$ cat src/rtl/arch_state_dump_if.sv
// rtl/arch_state_dump_if.sv - record stream bundle between the state dumper and its consumer
//
// Purpose: carries one architectural-state record per handshake from
//          arch_state_dump (master) to a report writer or UART (slave).
// Signals:
//   out_valid   master -> slave  record available
//   out_ready   slave  -> master consumer accepts record
//   out_is_mem  master -> slave  0 = register file record, 1 = data memory record
//   out_idx     master -> slave  entry index (memory records use [2:0])
//   out_data    master -> slave  entry value
interface arch_state_dump_if #(
    parameter int XLEN = 64
) ();
    logic            out_valid;
    logic            out_ready;
    logic            out_is_mem;
    logic [4:0]      out_idx;
    logic [XLEN-1:0] out_data;

    modport master (
        output out_valid,
        output out_is_mem,
        output out_idx,
        output out_data,
        input  out_ready
    );

    modport slave (
        input  out_valid,
        input  out_is_mem,
        input  out_idx,
        input  out_data,
        output out_ready
    );
endinterface

$ cat src/rtl/arch_state_dump.sv
// rtl/arch_state_dump.sv - freezes the CPU and streams out register file and data memory contents
//
// Purpose: after DUMP_CYCLE clock edges (when AUTO_EN) or on a start pulse,
//          stall the CPU and walk its register file and then its data memory
//          through the debug read ports, emitting one record per entry.
// Ports:
//   clk            in   system clock, rising edge
//   reset_b        in   asynchronous active-low reset
//   start          in   single-cycle dump request (honoured only in IDLE)
//   cpu_freeze     out  stalls the CPU while high
//   rf_dbg_addr    out  register file debug read address
//   rf_dbg_data    in   combinational register file read data
//   dmem_dbg_addr  out  data memory debug read address (doubleword index)
//   dmem_dbg_data  in   combinational data memory read data
//   rec            --   record stream, master side
//   busy           out  a dump is in progress (RF, MEM or DRAIN)
//   done           out  dump complete; held until reset
module arch_state_dump #(
    parameter int NUM_RF     = 32,
    parameter int NUM_DMEM   = 8,
    parameter int XLEN       = 64,
    parameter int DUMP_CYCLE = 20,
    parameter int AUTO_EN    = 1
) (
    input  logic                 clk,
    input  logic                 reset_b,
    input  logic                 start,
    output logic                 cpu_freeze,
    output logic [4:0]           rf_dbg_addr,
    input  logic [XLEN-1:0]      rf_dbg_data,
    output logic [2:0]           dmem_dbg_addr,
    input  logic [XLEN-1:0]      dmem_dbg_data,
    arch_state_dump_if.master    rec,
    output logic                 busy,
    output logic                 done
);

    typedef enum logic [2:0] {
        S_IDLE  = 3'd0,
        S_RF    = 3'd1,
        S_MEM   = 3'd2,
        S_DRAIN = 3'd3,
        S_DONE  = 3'd4
    } state_t;

    localparam logic [4:0]  RF_LAST  = 5'(NUM_RF - 1);
    localparam logic [4:0]  MEM_LAST = 5'(NUM_DMEM - 1);
    localparam logic [15:0] CNT_TRIG = 16'(DUMP_CYCLE - 1);
    localparam logic [15:0] CNT_MAX  = 16'hFFFF;
    localparam logic        AUTO     = (AUTO_EN != 0);

    state_t          state_q,   state_d;
    logic [15:0]     cnt_q,     cnt_d;
    logic [4:0]      idx_q,     idx_d;
    logic            valid_q,   valid_d;
    logic            is_mem_q,  is_mem_d;
    logic [4:0]      oidx_q,    oidx_d;
    logic [XLEN-1:0] data_q,    data_d;
    logic            freeze_q,  freeze_d;
    logic            done_q,    done_d;

    logic            load;
    logic            trigger;

    // State register: everything clears asynchronously, so a record in flight
    // is dropped and the CPU is released the moment reset_b falls.
    always_ff @(posedge clk or negedge reset_b) begin
        if (!reset_b) begin
            state_q  <= S_IDLE;
            cnt_q    <= '0;
            idx_q    <= '0;
            valid_q  <= 1'b0;
            is_mem_q <= 1'b0;
            oidx_q   <= '0;
            data_q   <= '0;
            freeze_q <= 1'b0;
            done_q   <= 1'b0;
        end else begin
            state_q  <= state_d;
            cnt_q    <= cnt_d;
            idx_q    <= idx_d;
            valid_q  <= valid_d;
            is_mem_q <= is_mem_d;
            oidx_q   <= oidx_d;
            data_q   <= data_d;
            freeze_q <= freeze_d;
            done_q   <= done_d;
        end
    end

    // Output register is refilled whenever it is empty or its current record
    // is being taken this cycle; this gives one record per cycle under a
    // permanently ready consumer and holds the record steady under backpressure.
    always_comb begin
        state_d  = state_q;
        cnt_d    = cnt_q;
        idx_d    = idx_q;
        valid_d  = valid_q;
        is_mem_d = is_mem_q;
        oidx_d   = oidx_q;
        data_d   = data_q;
        freeze_d = freeze_q;
        done_d   = done_q;

        load     = !valid_q || rec.out_ready;
        // A start coinciding with the auto-trigger still yields one dump,
        // because both simply OR into the same IDLE->RF transition.
        trigger  = start || (AUTO && (cnt_q == CNT_TRIG));

        case (state_q)
            S_IDLE: begin
                if (cnt_q != CNT_MAX) begin
                    cnt_d = cnt_q + 16'd1;
                end
                if (trigger) begin
                    state_d  = S_RF;
                    idx_d    = '0;
                    freeze_d = 1'b1;
                end
            end

            S_RF: begin
                if (load) begin
                    data_d   = rf_dbg_data;
                    oidx_d   = idx_q;
                    is_mem_d = 1'b0;
                    valid_d  = 1'b1;
                    if (idx_q == RF_LAST) begin
                        idx_d   = '0;
                        state_d = S_MEM;
                    end else begin
                        idx_d = idx_q + 5'd1;
                    end
                end
            end

            S_MEM: begin
                if (load) begin
                    data_d   = dmem_dbg_data;
                    oidx_d   = {2'b00, idx_q[2:0]};
                    is_mem_d = 1'b1;
                    valid_d  = 1'b1;
                    if (idx_q == MEM_LAST) begin
                        idx_d   = '0;
                        state_d = S_DRAIN;
                    end else begin
                        idx_d = idx_q + 5'd1;
                    end
                end
            end

            // Final record sits in the output register; the CPU stays frozen
            // until it is accepted so the dump is a consistent snapshot.
            S_DRAIN: begin
                if (rec.out_ready) begin
                    valid_d  = 1'b0;
                    freeze_d = 1'b0;
                    done_d   = 1'b1;
                    state_d  = S_DONE;
                end
            end

            // Terminal: start and the cycle counter are ignored until reset.
            S_DONE: begin
            end

            default: begin
                state_d = S_IDLE;
            end
        endcase
    end

    assign rf_dbg_addr    = idx_q;
    assign dmem_dbg_addr  = idx_q[2:0];

    assign rec.out_valid  = valid_q;
    assign rec.out_is_mem = is_mem_q;
    assign rec.out_idx    = oidx_q;
    assign rec.out_data   = data_q;

    assign cpu_freeze     = freeze_q;
    assign done           = done_q;
    assign busy           = (state_q != S_IDLE) && (state_q != S_DONE);

endmodule

$ cat src/flat_wrapper.sv
// flat-port wrapper written by rule: the top's interface ports become plain ports
module arch_state_dump_flat 
#(
    parameter int NUM_RF     = 32,
    parameter int NUM_DMEM   = 8,
    parameter int XLEN       = 64,
    parameter int DUMP_CYCLE = 20,
    parameter int AUTO_EN    = 1
)
  (clk, reset_b, start, cpu_freeze, rf_dbg_addr, rf_dbg_data, dmem_dbg_addr, dmem_dbg_data, busy, done, rec_out_valid, rec_out_is_mem, rec_out_idx, rec_out_data, rec_out_ready);
  arch_state_dump_if #(.XLEN(XLEN)) rec_i ();
  input  logic clk;
  input  logic reset_b;
  input  logic start;
  output logic cpu_freeze;
  output logic [4:0] rf_dbg_addr;
  input  logic [XLEN-1:0] rf_dbg_data;
  output logic [2:0] dmem_dbg_addr;
  input  logic [XLEN-1:0] dmem_dbg_data;
  output logic busy;
  output logic done;
  output wire logic [$bits(rec_i.out_valid)-1:0] rec_out_valid;
  output wire logic [$bits(rec_i.out_is_mem)-1:0] rec_out_is_mem;
  output wire logic [$bits(rec_i.out_idx)-1:0] rec_out_idx;
  output wire logic [$bits(rec_i.out_data)-1:0] rec_out_data;
  input wire logic [$bits(rec_i.out_ready)-1:0] rec_out_ready;
  assign rec_out_valid = rec_i.out_valid;
  assign rec_out_is_mem = rec_i.out_is_mem;
  assign rec_out_idx = rec_i.out_idx;
  assign rec_out_data = rec_i.out_data;
  assign rec_i.out_ready = rec_out_ready;
  arch_state_dump #(.NUM_RF(NUM_RF), .NUM_DMEM(NUM_DMEM), .XLEN(XLEN), .DUMP_CYCLE(DUMP_CYCLE), .AUTO_EN(AUTO_EN)) u_core (.clk(clk), .reset_b(reset_b), .start(start), .cpu_freeze(cpu_freeze), .rf_dbg_addr(rf_dbg_addr), .rf_dbg_data(rf_dbg_data), .dmem_dbg_addr(dmem_dbg_addr), .dmem_dbg_data(dmem_dbg_data), .rec(rec_i), .busy(busy), .done(done));
endmodule
$ cat config.mk
export PLATFORM = sky130hd
export DESIGN_NAME = arch_state_dump_flat
export DESIGN_NICKNAME = d
export VERILOG_FILES = /design/src/rtl/arch_state_dump_if.sv /design/src/rtl/arch_state_dump.sv /design/src/flat_wrapper.sv
export SDC_FILE = /design/constraint.sdc
export NUM_CORES = 1
export LEC_CHECK = 0
export BUFFER_PORTS_ARGS = -buffer_cell sky130_fd_sc_hd__buf_4
export CAP_MARGIN = 10
export CORE_MARGIN = 1
export CORE_UTILIZATION = 47
export DETAILED_ROUTE_END_ITERATION = 10
export PLACE_DENSITY = 0.8
export SKIP_CTS_REPAIR_TIMING = 1
export SYNTH_ARGS = -nofsm -noshare
export SYNTH_HDL_FRONTEND = slang
export SYNTH_SLANG_ARGS = --single-unit
$ cat constraint.sdc
create_clock -name clk -period 2.4 [get_ports clk]
set_input_delay 0.48 -clock clk [delete_from_list [all_inputs] [get_ports clk]]
set_output_delay 0.48 -clock clk [all_outputs]
set_load 0.03 [all_outputs]
==> results.txt <==
----------------------------------------------------
[STA]
  TNS Setup ... 0 ns
  Shortest period the worst path allows ... 2.12 ns
  F_max ... 0.472 GHz
  Worst-Margin Slew ... 0.675 ns
  Max-slew violation count ... 0
  Final Cycle Share ... 88.3%
  Total of endpoints with negative setup slack in the final report ... 0
  Setup skew after layout ... 0.0151 ns
  Least setup slack across all paths after layout ... 0.282 ns
  Count of final hold-check violations ... 0
  Rel. slew slack ... 55.0%
  Setup repair after global routing missed its margin ... false

[CTS]
  Buffer depth of the longest clock path ... 2
  Register clock-pin slew on the reported worst setup and hold paths ... 0.10 ns
  TritonCTS clock tree ... built
  Level count of the clock H-tree ... 3
  Clock Root Buffer ... clkbuf_8
  Number of buffers created by CTS ... 9
  Number of clock sinks seen by CTS ... 97
  Clock insertion delay at the later pin of the skew report ... 0.36 ns

[Logic synthesis]
  Most frequent cells after synthesis ... dfrtp_1 (97), nor2_1 (73), a21oi_1 (71)
  Unique cell type count in the Yosys netlist ... 45
  Share of flip-flops with an asynchronous set or reset after synthesis ... 100%
  Count leader, synth ... dfrtp_1
  Portion of synthesized cell area occupied by the leading cell type ... 52.0%
  Sequential share of the synthesized area ... 52.0%
  Yosys warning count ... 0
  Synth area leaders ... dfrtp_1 (52%), mux2i_1 (14%), a21oi_1 (7.6%)
  Average cell area after synthesis ... 10.4 sq um
  Library cell occupying the most area in the post-synthesis netlist ... dfrtp_1
  Number of enable flip-flop cells after synthesis ... 0
  Number of synthesized register bits ... 97
  Main synth FF type ... dfrtp_1
  Post-synthesis instance total ... 450
  Net count after synthesis ... 585
  Post-Synthesis Cell Area ... 4670 sq um

[Floorplan]
  Row count ... 36
  Die boundary width ... 102 microns
  Core Footprint ... 9680 sq um
  Die area ... 10300 sq um
  I/O pin count ... 214
  Starting density of the core ... 48.2%
  Chip height ... 102 microns

[Worst setup path]
  Highest net fanout along the worst path ... 7
  Element type at the critical path end ... flip-flop
  Critical setup path kind ... reg2reg
  Required time at the worst-slack endpoint ... 2.61 ns
  Critical path startpoint category ... flip-flop
  Signal arrival time at the worst endpoint ... 2.33 ns

[Route]
  First-pass DRT Iterations ... 4
  Via-to-Cell Ratio ... 5.20
  Routed vias ... 4089
  Iteration-0 DRC count of the detailed router ... 163
  Total detailed-routing wirelength ... 12.4 mm
  Post-DRT Antenna Nets ... 0
  Number of design rule violations left after detail routing ... 0
  Post-detailed-route wirelength per cell ... 15.7 microns

[Job]
  Max_cap viols ... 0

[Power]
  Largest voltage drop on the vdd net ... 607 uV
  Power Density ... 1220 nW/um^2
  Lkg Pwr ... 2.97 nW

[Global routing]
  Remaining global-route overflow ... 0
  Wire length of the first global-routing pass ... 18.3 mm
  Number of antenna violations at the first check in global routing ... 0
  Pin count of the biggest net entering global routing ... 77
  Combined global-route utilization of all metal layers ... 23.3%
  Vias in the first global route ... 3865

[Layout]
  Fraction of final layout cells sized beyond drive strength 1 ... 37.4%
  Utilization of the core after routing ... 68.2%
  Diode count ... 0
  Total number of nets in the final design ... 783
  Count of fill cells added during filler insertion ... 741
  Synthesis-to-layout area growth ... 41.4%

[Min path]
  Class of the most critical hold timing path ... in2async

[Placed design]
  Post-Place Worst Slack ... 0.313 ns
  Port buffer count ... 213
  Post-DP HPWL ... 9.43 mm
  Final estimated routing congestion in global placement ... 0.832

[Outcome]
  Result of the run ... complete, no violations

----------------------------------------------------
## state kept, by name, indices dropped and copies added (netlist names)
signal                 cells
u_core.rec.out_data       64
u_core.cnt_q              16
u_core.rec.out_idx         5
u_core.rf_dbg_addr         5
u_core.state_q             3
u_core.cpu_freeze          1
u_core.done                1
u_core.rec.out_is_mem      1
u_core.rec.out_valid       1
## through the flow
step,total power [mW],hold slack [ns],cells,area (sq um)
5_1_grt,8.55,0.126,786,6600
6_report,8.08,0.107,786,6600
3_3_place_gp,6.80,0.458,770,6370
2_1_floorplan,5.32,0.184,450,4670
3_5_place_dp,6.93,0.461,770,6370
4_1_cts,8.14,0.106,786,6600
## kinds of logic after synthesis
kind of cell    after synthesis  share of synthesized area [%]
simple gates                134                           14.0
flops                        97                           52.0
compound gates               90                           10.7
mux                          71                           15.4
buf+inv                      40                           4.34
xor+xnor                     15                           2.82
fa+ha+maj                     3                          0.804
## power by group
part           internal (mW)  total (mW)  switching (mW)
clock                  0.626        1.20           0.570
sequential              2.31        2.79           0.484
combinational           1.56        4.10            2.54
total                   4.49        8.08            3.59
## final timing paths
path,start,endpoint,slack [ns],cells after the start
hold / removal,reset_b,u_core.rec.out_data[62],0.11,1
min in group clk,rec_out_ready,u_core.state_q[1],0.36,2
hold reg to reg,u_core.rec.out_idx[4],u_core.rec.out_idx[4],0.49,2
setup / recovery,u_core.rf_dbg_addr[0],u_core.state_q[0],0.28,7
setup reg to reg,u_core.rf_dbg_addr[0],u_core.state_q[0],0.28,7
max in group asynchronous,reset_b,u_core.rf_dbg_addr[4],1.62,2
## layout by cell type, fill, tap and decap left out, types with 7 or more instances in the layout
| cell | synthesis | routed |
|---|---|---|
| nor3_1 | 9 | 9 |
| a21oi_1 | 71 | 71 |
| dfrtp_1 | 97 | 97 |
| mux2i_1 | 65 | 65 |
| nand2_1 | 12 | 12 |
| xor2_1 | 14 | 14 |
| clkbuf_8 | 0 | 10 |
| buf_4 | 7 | 216 |
| inv_1 | 7 | 7 |
| nor2_1 | 73 | 72 |
## metal layers
layer	global-route usage, %	wire length, microns
met1	27.7	4900
met2	41.2	6530
met3	3.73	603
met4	11.0	337
met5	0	0
## worst max-delay path, cell delays in order (launching register included)
cell     delay (ns)
dfrtp_1        0.45
ha_1           0.26
and3_1         0.20
ha_1           0.19
or3b_1         0.42
o21a_1         0.17
a41oi_1        0.20
o41ai_1        0.09
## area by class of cell
type	count	area (sq um)	area share [%]
clock buffers	11	141	2.14
repair buffers	220	1700	25.8
multi-input cells	313	2050	31.1
well taps	133	166	2.52
flip-flops and latches	97	2430	36.8
clock inverters	5	86.3	1.31
inverters	7	26.3	0.398
No activity file was read; power rests on OpenSTA's default activity.
